$ cat src/rtl/sync_fifo.sv
// sync_fifo: single-clock FIFO for the FIR sample path.
// Owns the storage array, the read/write pointers and the occupancy count.
// The read port is registered and carries a valid strobe. Status flags are
// compares on the registered count. Error pulses are registered.
module sync_fifo #(
    parameter int DATA_SIZE     = 8,
    parameter int ADDR_SIZE     = 4,
    parameter int AFULL_THRESH  = (1 << ADDR_SIZE) - 2,
    parameter int AEMPTY_THRESH = 2
) (
    input  logic                 clk,
    input  logic                 rst_n,
    input  logic                 wr_en,
    input  logic [DATA_SIZE-1:0] wdata,
    input  logic                 rd_en,
    output logic [DATA_SIZE-1:0] rdata,
    output logic                 rvalid,
    output logic                 full,
    output logic                 empty,
    output logic                 almost_full,
    output logic                 almost_empty,
    output logic [ADDR_SIZE:0]   count,
    output logic                 overflow,
    output logic                 underflow
);

    localparam int DEPTH = 1 << ADDR_SIZE;
    localparam logic [ADDR_SIZE:0] DEPTH_CNT  = (ADDR_SIZE + 1)'(DEPTH);
    localparam logic [ADDR_SIZE:0] AFULL_CNT  = (ADDR_SIZE + 1)'(AFULL_THRESH);
    localparam logic [ADDR_SIZE:0] AEMPTY_CNT = (ADDR_SIZE + 1)'(AEMPTY_THRESH);
    localparam logic [ADDR_SIZE:0] CNT_ONE    = (ADDR_SIZE + 1)'(1);
    localparam logic [ADDR_SIZE-1:0] PTR_ONE  = ADDR_SIZE'(1);

    logic [DATA_SIZE-1:0] mem_q [DEPTH];

    logic [ADDR_SIZE-1:0] wptr_q, wptr_d;
    logic [ADDR_SIZE-1:0] rptr_q, rptr_d;
    logic [ADDR_SIZE:0]   count_q, count_d;
    logic [DATA_SIZE-1:0] rdata_q, rdata_d;
    logic                 rvalid_q, rvalid_d;
    logic                 overflow_q, overflow_d;
    logic                 underflow_q, underflow_d;
    logic                 wr_acc;
    logic                 rd_acc;

    // Flags are pure compares on the registered count so they move on the
    // same edge as the pointers.
    always_comb begin
        full         = (count_q == DEPTH_CNT);
        empty        = (count_q == '0);
        almost_full  = (count_q >= AFULL_CNT);
        almost_empty = (count_q <= AEMPTY_CNT);
    end

    // Next-state: request acceptance, pointer/count update, read port and
    // error pulses. A write at full is taken only when a read frees a slot.
    always_comb begin
        wr_acc      = wr_en && (!full || rd_en);
        rd_acc      = rd_en && !empty;
        wptr_d      = wptr_q;
        rptr_d      = rptr_q;
        count_d     = count_q;
        rdata_d     = rdata_q;
        rvalid_d    = 1'b0;
        overflow_d  = wr_en && !wr_acc;
        underflow_d = rd_en && empty;

        if (wr_acc) begin
            wptr_d = wptr_q + PTR_ONE;
        end
        if (rd_acc) begin
            rptr_d   = rptr_q + PTR_ONE;
            rdata_d  = mem_q[rptr_q];
            rvalid_d = 1'b1;
        end

        case ({wr_acc, rd_acc})
            2'b10:   count_d = count_q + CNT_ONE;
            2'b01:   count_d = count_q - CNT_ONE;
            default: count_d = count_q;
        endcase
    end

    // Control and read-port registers; reset drops all stored data and
    // suppresses error pulses for requests made during reset.
    always_ff @(posedge clk) begin
        if (!rst_n) begin
            wptr_q      <= '0;
            rptr_q      <= '0;
            count_q     <= '0;
            rdata_q     <= '0;
            rvalid_q    <= 1'b0;
            overflow_q  <= 1'b0;
            underflow_q <= 1'b0;
        end else begin
            wptr_q      <= wptr_d;
            rptr_q      <= rptr_d;
            count_q     <= count_d;
            rdata_q     <= rdata_d;
            rvalid_q    <= rvalid_d;
            overflow_q  <= overflow_d;
            underflow_q <= underflow_d;
        end
    end

    // Storage write; not cleared by reset. When full with a simultaneous
    // read, wptr == rptr and the read port still sees the old word because
    // both updates land on the same edge.
    always_ff @(posedge clk) begin
        if (rst_n && wr_acc) begin
            mem_q[wptr_q] <= wdata;
        end
    end

    assign rdata     = rdata_q;
    assign rvalid    = rvalid_q;
    assign count     = count_q;
    assign overflow  = overflow_q;
    assign underflow = underflow_q;

endmodule

$ cat config.mk
export PLATFORM = sky130hd
export DESIGN_NAME = sync_fifo
export DESIGN_NICKNAME = d
export VERILOG_FILES = /design/src/rtl/sync_fifo.sv
export SDC_FILE = /design/constraint.sdc
export NUM_CORES = 1
export LEC_CHECK = 0
export ABC_AREA = 1
export CORE_MARGIN = 5
export CORE_UTILIZATION = 50
export DETAILED_ROUTE_END_ITERATION = 16
export DONT_BUFFER_PORTS = 1
export GPL_TIMING_DRIVEN = 0
export SETUP_SLACK_MARGIN = 0.4
export SYNTH_ARGS = -nofsm -noshare
export SYNTH_HDL_FRONTEND = slang
export SYNTH_SLANG_ARGS = --single-unit
$ cat constraint.sdc
create_clock -name clk -period 6.5 [get_ports clk]
set_input_delay 1.95 -clock clk [delete_from_list [all_inputs] [get_ports clk]]
set_output_delay 1.95 -clock clk [all_outputs]
set_load 0.03 [all_outputs]
# After elaboration in Yosys (flattened, before gate mapping)
# Memories as Yosys holds them, arrays and structs flattened. A register that Yosys moved wholly into a read port is not among the register bits.
# Cells that the tools add are included.
[totals]
memories = 1
out_inout_bits = 20
input_bits = 12
elab_cells = 32
ramBits = 128
register_bits = 16
[mem_list]
columns = ["memory", "depth", "word_bits", "rd", "rd_clocked_by_memory_dff", "wr", "line", "source"]
rows = [
  ["mem_q", 16, 8, 1, 1, 1, "34", "logic [DATA_SIZE-1:0] mem_q [DEPTH];"],
]
[classes]
n_reduce_logical = 12
magnitude_cmp = 2
eq_ne = 3
n_mux = 4
add_sub_neg = 4
[op_table]
columns = ["operator", "n"]
rows = [
  ["$pmux 5 s2", 1],
  ["$add 4x1->4 const B", 2],
  ["$add 5x1->5 const B", 1],
  ["$eq 5x5->1 const B", 1],
  ["$ge 5x4->1 const B", 1],
  ["$le 5x2->1 const B", 1],
  ["$logic_and 1x1->1", 5],
  ["$logic_not 5->1", 1],
  ["$sub 5x1->5 const B", 1],
  ["$logic_not 1->1", 4],
  ["$mux 1", 3],
  ["$eq 2x1->1 const B", 1],
  ["$eq 2x2->1 const B", 1],
  ["$reduce_bool 2->1", 1],
  ["$logic_or 1x1->1", 1],
]

# Logic depth before layout (Yosys ltp)
[depth]
word_depth = 7
mapped_depth = 16
depth_no_buf = 15

# Worst setup path before layout
# OpenSTA, ideal clock, no wires.
[synth_path]
path_type = "register -> output"
startpoint = "register count_q[1] (netlist: count[1])"
endpoint = "output almost_empty"
path_stages_with_launch = 2
setup_slack_ns = 2.475
t_arrival_ns = 2.075
path_cell_list = "dfxtp_1 > a2111oi_0"
[synth_between]
elab_chain_len = 1
[synth_rtl]
columns = ["element", "line", "source"]
rows = [
  ["start, declared", "38", "logic [ADDR_SIZE:0] count_q, count_d;"],
  ["start signal, assigned", "98", "count_q <= count_d;"],
  ["$le 5x2->1", "52", "almost_empty = (count_q <= AEMPTY_CNT);"],
  ["end, declared", "21", "output logic almost_empty,"],
]
# No other way between the ends.

# Worst setup path in the final report
[layout_path]
startpoint = "register count_q[1] (netlist: count[1])"
endpoint = "output almost_full"
[layout_between]
elab_chain_len = 1
[layout_rtl]
columns = ["element", "line", "source"]
rows = [
  ["$ge 5x4->1", "51", "almost_full = (count_q >= AFULL_CNT);"],
  ["end, declared", "20", "output logic almost_full,"],
]
# No other way between the ends.

==> flow_results.xml <==
<?xml version="1.0" encoding="UTF-8"?>
<metrics>
  <group name="min_path">
    <metric name="class_of_the_most_critical_hold_timing_path" unit="">flop to flop</metric>
  </group>
  <group name="route">
    <metric name="wire_per_inst" unit="um">18.0</metric>
    <metric name="detail_route.drc_violations" unit="">0</metric>
    <metric name="drt-vias-per-instance" unit="">5.17</metric>
    <metric name="antenna_left" unit="">0</metric>
    <metric name="dr.pass1.iters" unit="">6</metric>
    <metric name="drt-total-wl" unit="um">16000</metric>
    <metric name="drt_iter0_markers" unit="">500</metric>
    <metric name="overall_via_count_from_detail_route" unit="">4587</metric>
  </group>
  <group name="sta">
    <metric name="finalSetupTns" unit="ns">0</metric>
    <metric name="hold_viol" unit="">0</metric>
    <metric name="slew-limit-headroom" unit="%">28.7</metric>
    <metric name="clock.fmax" unit="MHz">245</metric>
    <metric name="fin_worst_skew" unit="ns">0.00577</metric>
    <metric name="worst_setup_slack_final" unit="ns">2.41</metric>
    <metric name="tightest_slew" unit="ns">1.06</metric>
    <metric name="slew_viol_final" unit="">0</metric>
    <metric name="finalWorstPathRequiredPeriod" unit="ns">4.09</metric>
    <metric name="rsz0062_at_grt" unit="">no</metric>
    <metric name="timing.final.crit_share" unit="%">62.9</metric>
    <metric name="setup_violations" unit="">0</metric>
    <metric name="timing.hold.ws" unit="ns">0.510</metric>
  </group>
  <group name="worst_setup_path">
    <metric name="crit_chain" unit="">inv_1 -&gt; o31ai_1</metric>
    <metric name="cp_top_family" unit="">compound AO/OA/AOI/OAI gates</metric>
    <metric name="crit_arrival" unit="ns">2.14</metric>
    <metric name="crit_path_top_delay_cell" unit="">sky130_fd_sc_hd__o31ai_1</metric>
    <metric name="critical_path.n_buffers_inverters" unit="">1</metric>
    <metric name="required" unit="ns">4.55</metric>
    <metric name="setup.worst_path.class" unit="">flop to primary output</metric>
    <metric name="endpoint_kind_of_the_worst_setup_timing_path" unit="">primary output</metric>
    <metric name="crit_path_max_incr_delay" unit="ns">0.92</metric>
    <metric name="crit_path_start_kind" unit="">flop</metric>
    <metric name="critical_path.max_fanout" unit="">6</metric>
  </group>
  <group name="clocking">
    <metric name="cts.root.buffer_cell" unit="">sky130_fd_sc_hd__clkbuf_16</metric>
    <metric name="post-cts-setup-buffers" unit="">0</metric>
    <metric name="cts_resized" unit="">0</metric>
    <metric name="cts_tree" unit="">built</metric>
    <metric name="count_of_hold_buffers_inserted_by_post_cts_repair" unit="">0</metric>
    <metric name="worstSkewPairLatency" unit="ns">0.42</metric>
    <metric name="cts.sink_count" unit="">152</metric>
    <metric name="clock_pin_transition_on_the_worst_setup_and_hold_timing_paths" unit="ns">0.06</metric>
    <metric name="cts.path.max_buffers" unit="">2</metric>
    <metric name="numCtsBuffers" unit="">17</metric>
    <metric name="cts_max_level" unit="">4</metric>
  </group>
  <group name="floorplanning">
    <metric name="floorplan.core_area" unit="mm^2">0.0131</metric>
    <metric name="pin_count" unit="">32</metric>
    <metric name="chipWidth" unit="um">125</metric>
    <metric name="start_util" unit="%">50.8</metric>
    <metric name="placementRows" unit="">42</metric>
    <metric name="fp.dieH" unit="um">125</metric>
    <metric name="floorplan.die_area" unit="mm^2">0.0157</metric>
  </group>
  <group name="placement">
    <metric name="dpl-instance-area" unit="mm^2">0.00690</metric>
    <metric name="dpl.cell_count" unit="">855</metric>
    <metric name="gp_congestion" unit="">0.925</metric>
    <metric name="detailedPlacementHpwl" unit="um">10800</metric>
    <metric name="io_buffers" unit="">0</metric>
    <metric name="dpl_worst_slack" unit="ns">2.59</metric>
  </group>
  <group name="synth">
    <metric name="synthCells" unit="">679</metric>
    <metric name="yosys_warnings" unit="">0</metric>
    <metric name="netlist.area_leader.share" unit="%">57.6</metric>
    <metric name="post-synth-top-area-cell" unit="">sky130_fd_sc_hd__edfxtp_1</metric>
    <metric name="synth.top_cells.by_area" unit="">sky130_fd_sc_hd__edfxtp_1 (58%), sky130_fd_sc_hd__nand2_1 (13%), sky130_fd_sc_hd__dfxtp_1 (7.2%), sky130_fd_sc_hd__nand3_1 (7.1%), sky130_fd_sc_hd__inv_1 (5.0%)</metric>
    <metric name="syn-mean-instance-area" unit="um^2">9.82</metric>
    <metric name="postSynthNetCount" unit="">701</metric>
    <metric name="synth.cell_area" unit="mm^2">0.00667</metric>
    <metric name="yosys.cell_types.count" unit="">29</metric>
    <metric name="synth-seq-cells" unit="">152</metric>
    <metric name="seq_area_frac_synth" unit="%">64.8</metric>
  </group>
  <group name="global_route">
    <metric name="grt_met1_use" unit="%">28.8</metric>
    <metric name="grt_busiest_layer" unit="">met2</metric>
    <metric name="globalRouteMet3Util" unit="%">5.46</metric>
    <metric name="grt_pass1_wl" unit="um">24500</metric>
    <metric name="grtUsageMet2" unit="%">32.5</metric>
    <metric name="via_count_of_the_first_global_routing_pass" unit="">4325</metric>
    <metric name="overflow" unit="">0</metric>
    <metric name="grt_util_all_layers" unit="%">20.8</metric>
    <metric name="pin_count_of_the_biggest_net_entering_global_routing" unit="">17</metric>
    <metric name="grt_antenna_before_repair" unit="">0</metric>
  </group>
  <group name="pwr">
    <metric name="total_switching_power" unit="W">0.00101</metric>
    <metric name="seqPwrFrac" unit="%">41.5</metric>
    <metric name="proportion_of_power_drawn_by_the_clock_network" unit="%">34.0</metric>
    <metric name="intPower" unit="W">0.00199</metric>
    <metric name="combinationalPowerShare" unit="%">24.5</metric>
    <metric name="switching_share" unit="%">33.7</metric>
    <metric name="ir_worst_vdd" unit="mV">0.225</metric>
    <metric name="p_leak" unit="nW">3.21</metric>
    <metric name="powerDensity" unit="mW/mm^2">400</metric>
  </group>
  <group name="cells_and_area">
    <metric name="num_antenna_cells" unit="">0</metric>
    <metric name="fillerInstances" unit="">1161</metric>
    <metric name="areaGrowthSynthToFinish" unit="%">12.6</metric>
    <metric name="final_net_count" unit="">720</metric>
    <metric name="final_layout_size_suffix_gt1_share" unit="%">9.56</metric>
    <metric name="layout.cells.most_common_list" unit="">sky130_fd_sc_hd__nand2_1 (238), sky130_fd_sc_hd__edfxtp_1 (128), sky130_fd_sc_hd__nand3_1 (94)</metric>
    <metric name="count_of_non_filler_cells_in_the_finished_layout" unit="">887</metric>
    <metric name="regArea" unit="mm^2">0.00432</metric>
    <metric name="multiInputGateArea" unit="mm^2">0.00183</metric>
    <metric name="mostFrequentLayoutCell" unit="">sky130_fd_sc_hd__nand2_1</metric>
    <metric name="final_area" unit="mm^2">0.00751</metric>
  </group>
  <group name="run_status">
    <metric name="run_status" unit="">complete, no violations</metric>
  </group>
  <group name="job">
    <metric name="maxCapViolCount" unit="">0</metric>
  </group>
</metrics>
-- cells by family after synthesis --
kind of cell | Yosys count | synth area share [%]
compound gates | 26 | 2.12
fa+ha+maj | 10 | 1.99
flops | 152 | 64.8
buf+inv | 125 | 7.86
xor+xnor | 5 | 0.657
simple gates | 361 | 22.5
-- synth_stat cells --
library cell	instances
sky130_fd_sc_hd__a21boi_1	1
sky130_fd_sc_hd__nand2_2	3
sky130_fd_sc_hd__nor3_1	2
sky130_fd_sc_hd__nand3_2	1
sky130_fd_sc_hd__nor2_1	18
sky130_fd_sc_hd__fa_1	1
sky130_fd_sc_hd__buf_2	17
sky130_fd_sc_hd__clkbuf_1	1
sky130_fd_sc_hd__nand2_1	238
sky130_fd_sc_hd__nand3_1	94
sky130_fd_sc_hd__buf_4	7
sky130_fd_sc_hd__inv_2	8
sky130_fd_sc_hd__xor2_1	4
sky130_fd_sc_hd__buf_1	2
sky130_fd_sc_hd__o21ai_0	2
sky130_fd_sc_hd__edfxtp_1	128
sky130_fd_sc_hd__inv_1	89
sky130_fd_sc_hd__dfxtp_1	24
sky130_fd_sc_hd__o31ai_1	1
sky130_fd_sc_hd__nand4_1	1
sky130_fd_sc_hd__ha_1	9
sky130_fd_sc_hd__nor2_2	3
sky130_fd_sc_hd__buf_6	1
sky130_fd_sc_hd__a2111oi_0	1
sky130_fd_sc_hd__o21bai_1	1
sky130_fd_sc_hd__xnor2_1	1
sky130_fd_sc_hd__a21oi_1	13
sky130_fd_sc_hd__nor3b_1	1
sky130_fd_sc_hd__o21ai_1	7
-- flip-flops by register name, indices dropped and copies added (netlist names) --
signal     flops
wptr_q         4
overflow       1
mem_q        128
count          5
rdata          8
underflow      1
rvalid         1
rptr_q         4
-- routing by layer --
| metal | share of wire [%] | wire length [um] |
|---|---|---|
| met5 | 0 | 0 |
| met4 | 0.90 | 144 |
| met3 | 6.5 | 1040 |
| met2 | 47 | 7540 |
| met1 | 45 | 7230 |
-- area by class of cell --
class	count	area share, %
inverters	97	4.85
clock buffers	25	6.62
flip-flops and latches	152	57.6
plain buffers	28	2.13
well taps	176	2.93
multi-input cells	402	24.3
clock inverters	7	1.55
-- worst paths after layout --
kind / startpoint / end / cells past startpoint / slack (ns)
setup / recovery: count[1]$_SDFFE_PN0P_ / almost_full / 2 / 2.41
hold / removal: wptr_q[3]$_SDFFE_PN0P_ / wptr_q[3]$_SDFFE_PN0P_ / 2 / 0.51
setup reg to reg: count[4]$_SDFFE_PN0P_ / count[4]$_SDFFE_PN0P_ / 15 / 3.70
hold reg to reg: wptr_q[3]$_SDFFE_PN0P_ / wptr_q[3]$_SDFFE_PN0P_ / 2 / 0.51
-- through the flow --
stage                     utilization (%)  total power [W]
final                                57.2          0.00300
after global routing                 57.2          0.00316
after CTS                            57.2          0.00301
after detailed placement             52.5          0.00199
after global placement               52.4          0.00197
after floorplan                         -          0.00179
-- worst register-to-register path, stage by stage, from the launching register on --
cell and delay (ns):
sky130_fd_sc_hd__dfxtp_1 0.68, sky130_fd_sc_hd__inv_2 0.13, sky130_fd_sc_hd__nand3_2 0.13, sky130_fd_sc_hd__nand2_2 0.12, sky130_fd_sc_hd__inv_2 0.13, sky130_fd_sc_hd__buf_4 0.18, sky130_fd_sc_hd__ha_1 0.28, sky130_fd_sc_hd__inv_1 0.08
sky130_fd_sc_hd__fa_1 0.42, sky130_fd_sc_hd__inv_1 0.07, sky130_fd_sc_hd__nand2_1 0.07, sky130_fd_sc_hd__a21boi_1 0.15, sky130_fd_sc_hd__o21bai_1 0.08, sky130_fd_sc_hd__nand2_1 0.07, sky130_fd_sc_hd__nand2_1 0.05, sky130_fd_sc_hd__a21oi_1 0.11
-- power by group through the flow --
stage | combinational, W | clock, W | sequential (W)
after detailed placement | 0.000723 | 0 | 0.00127
after global placement | 0.000706 | 0 | 0.00126
after global routing | 0.000827 | 0.00107 | 0.00125
after floorplan | 0.000537 | 0 | 0.00125
after CTS | 0.000731 | 0.00103 | 0.00125
final | 0.000735 | 0.00102 | 0.00125
No activity file was read; power rests on OpenSTA's default activity.
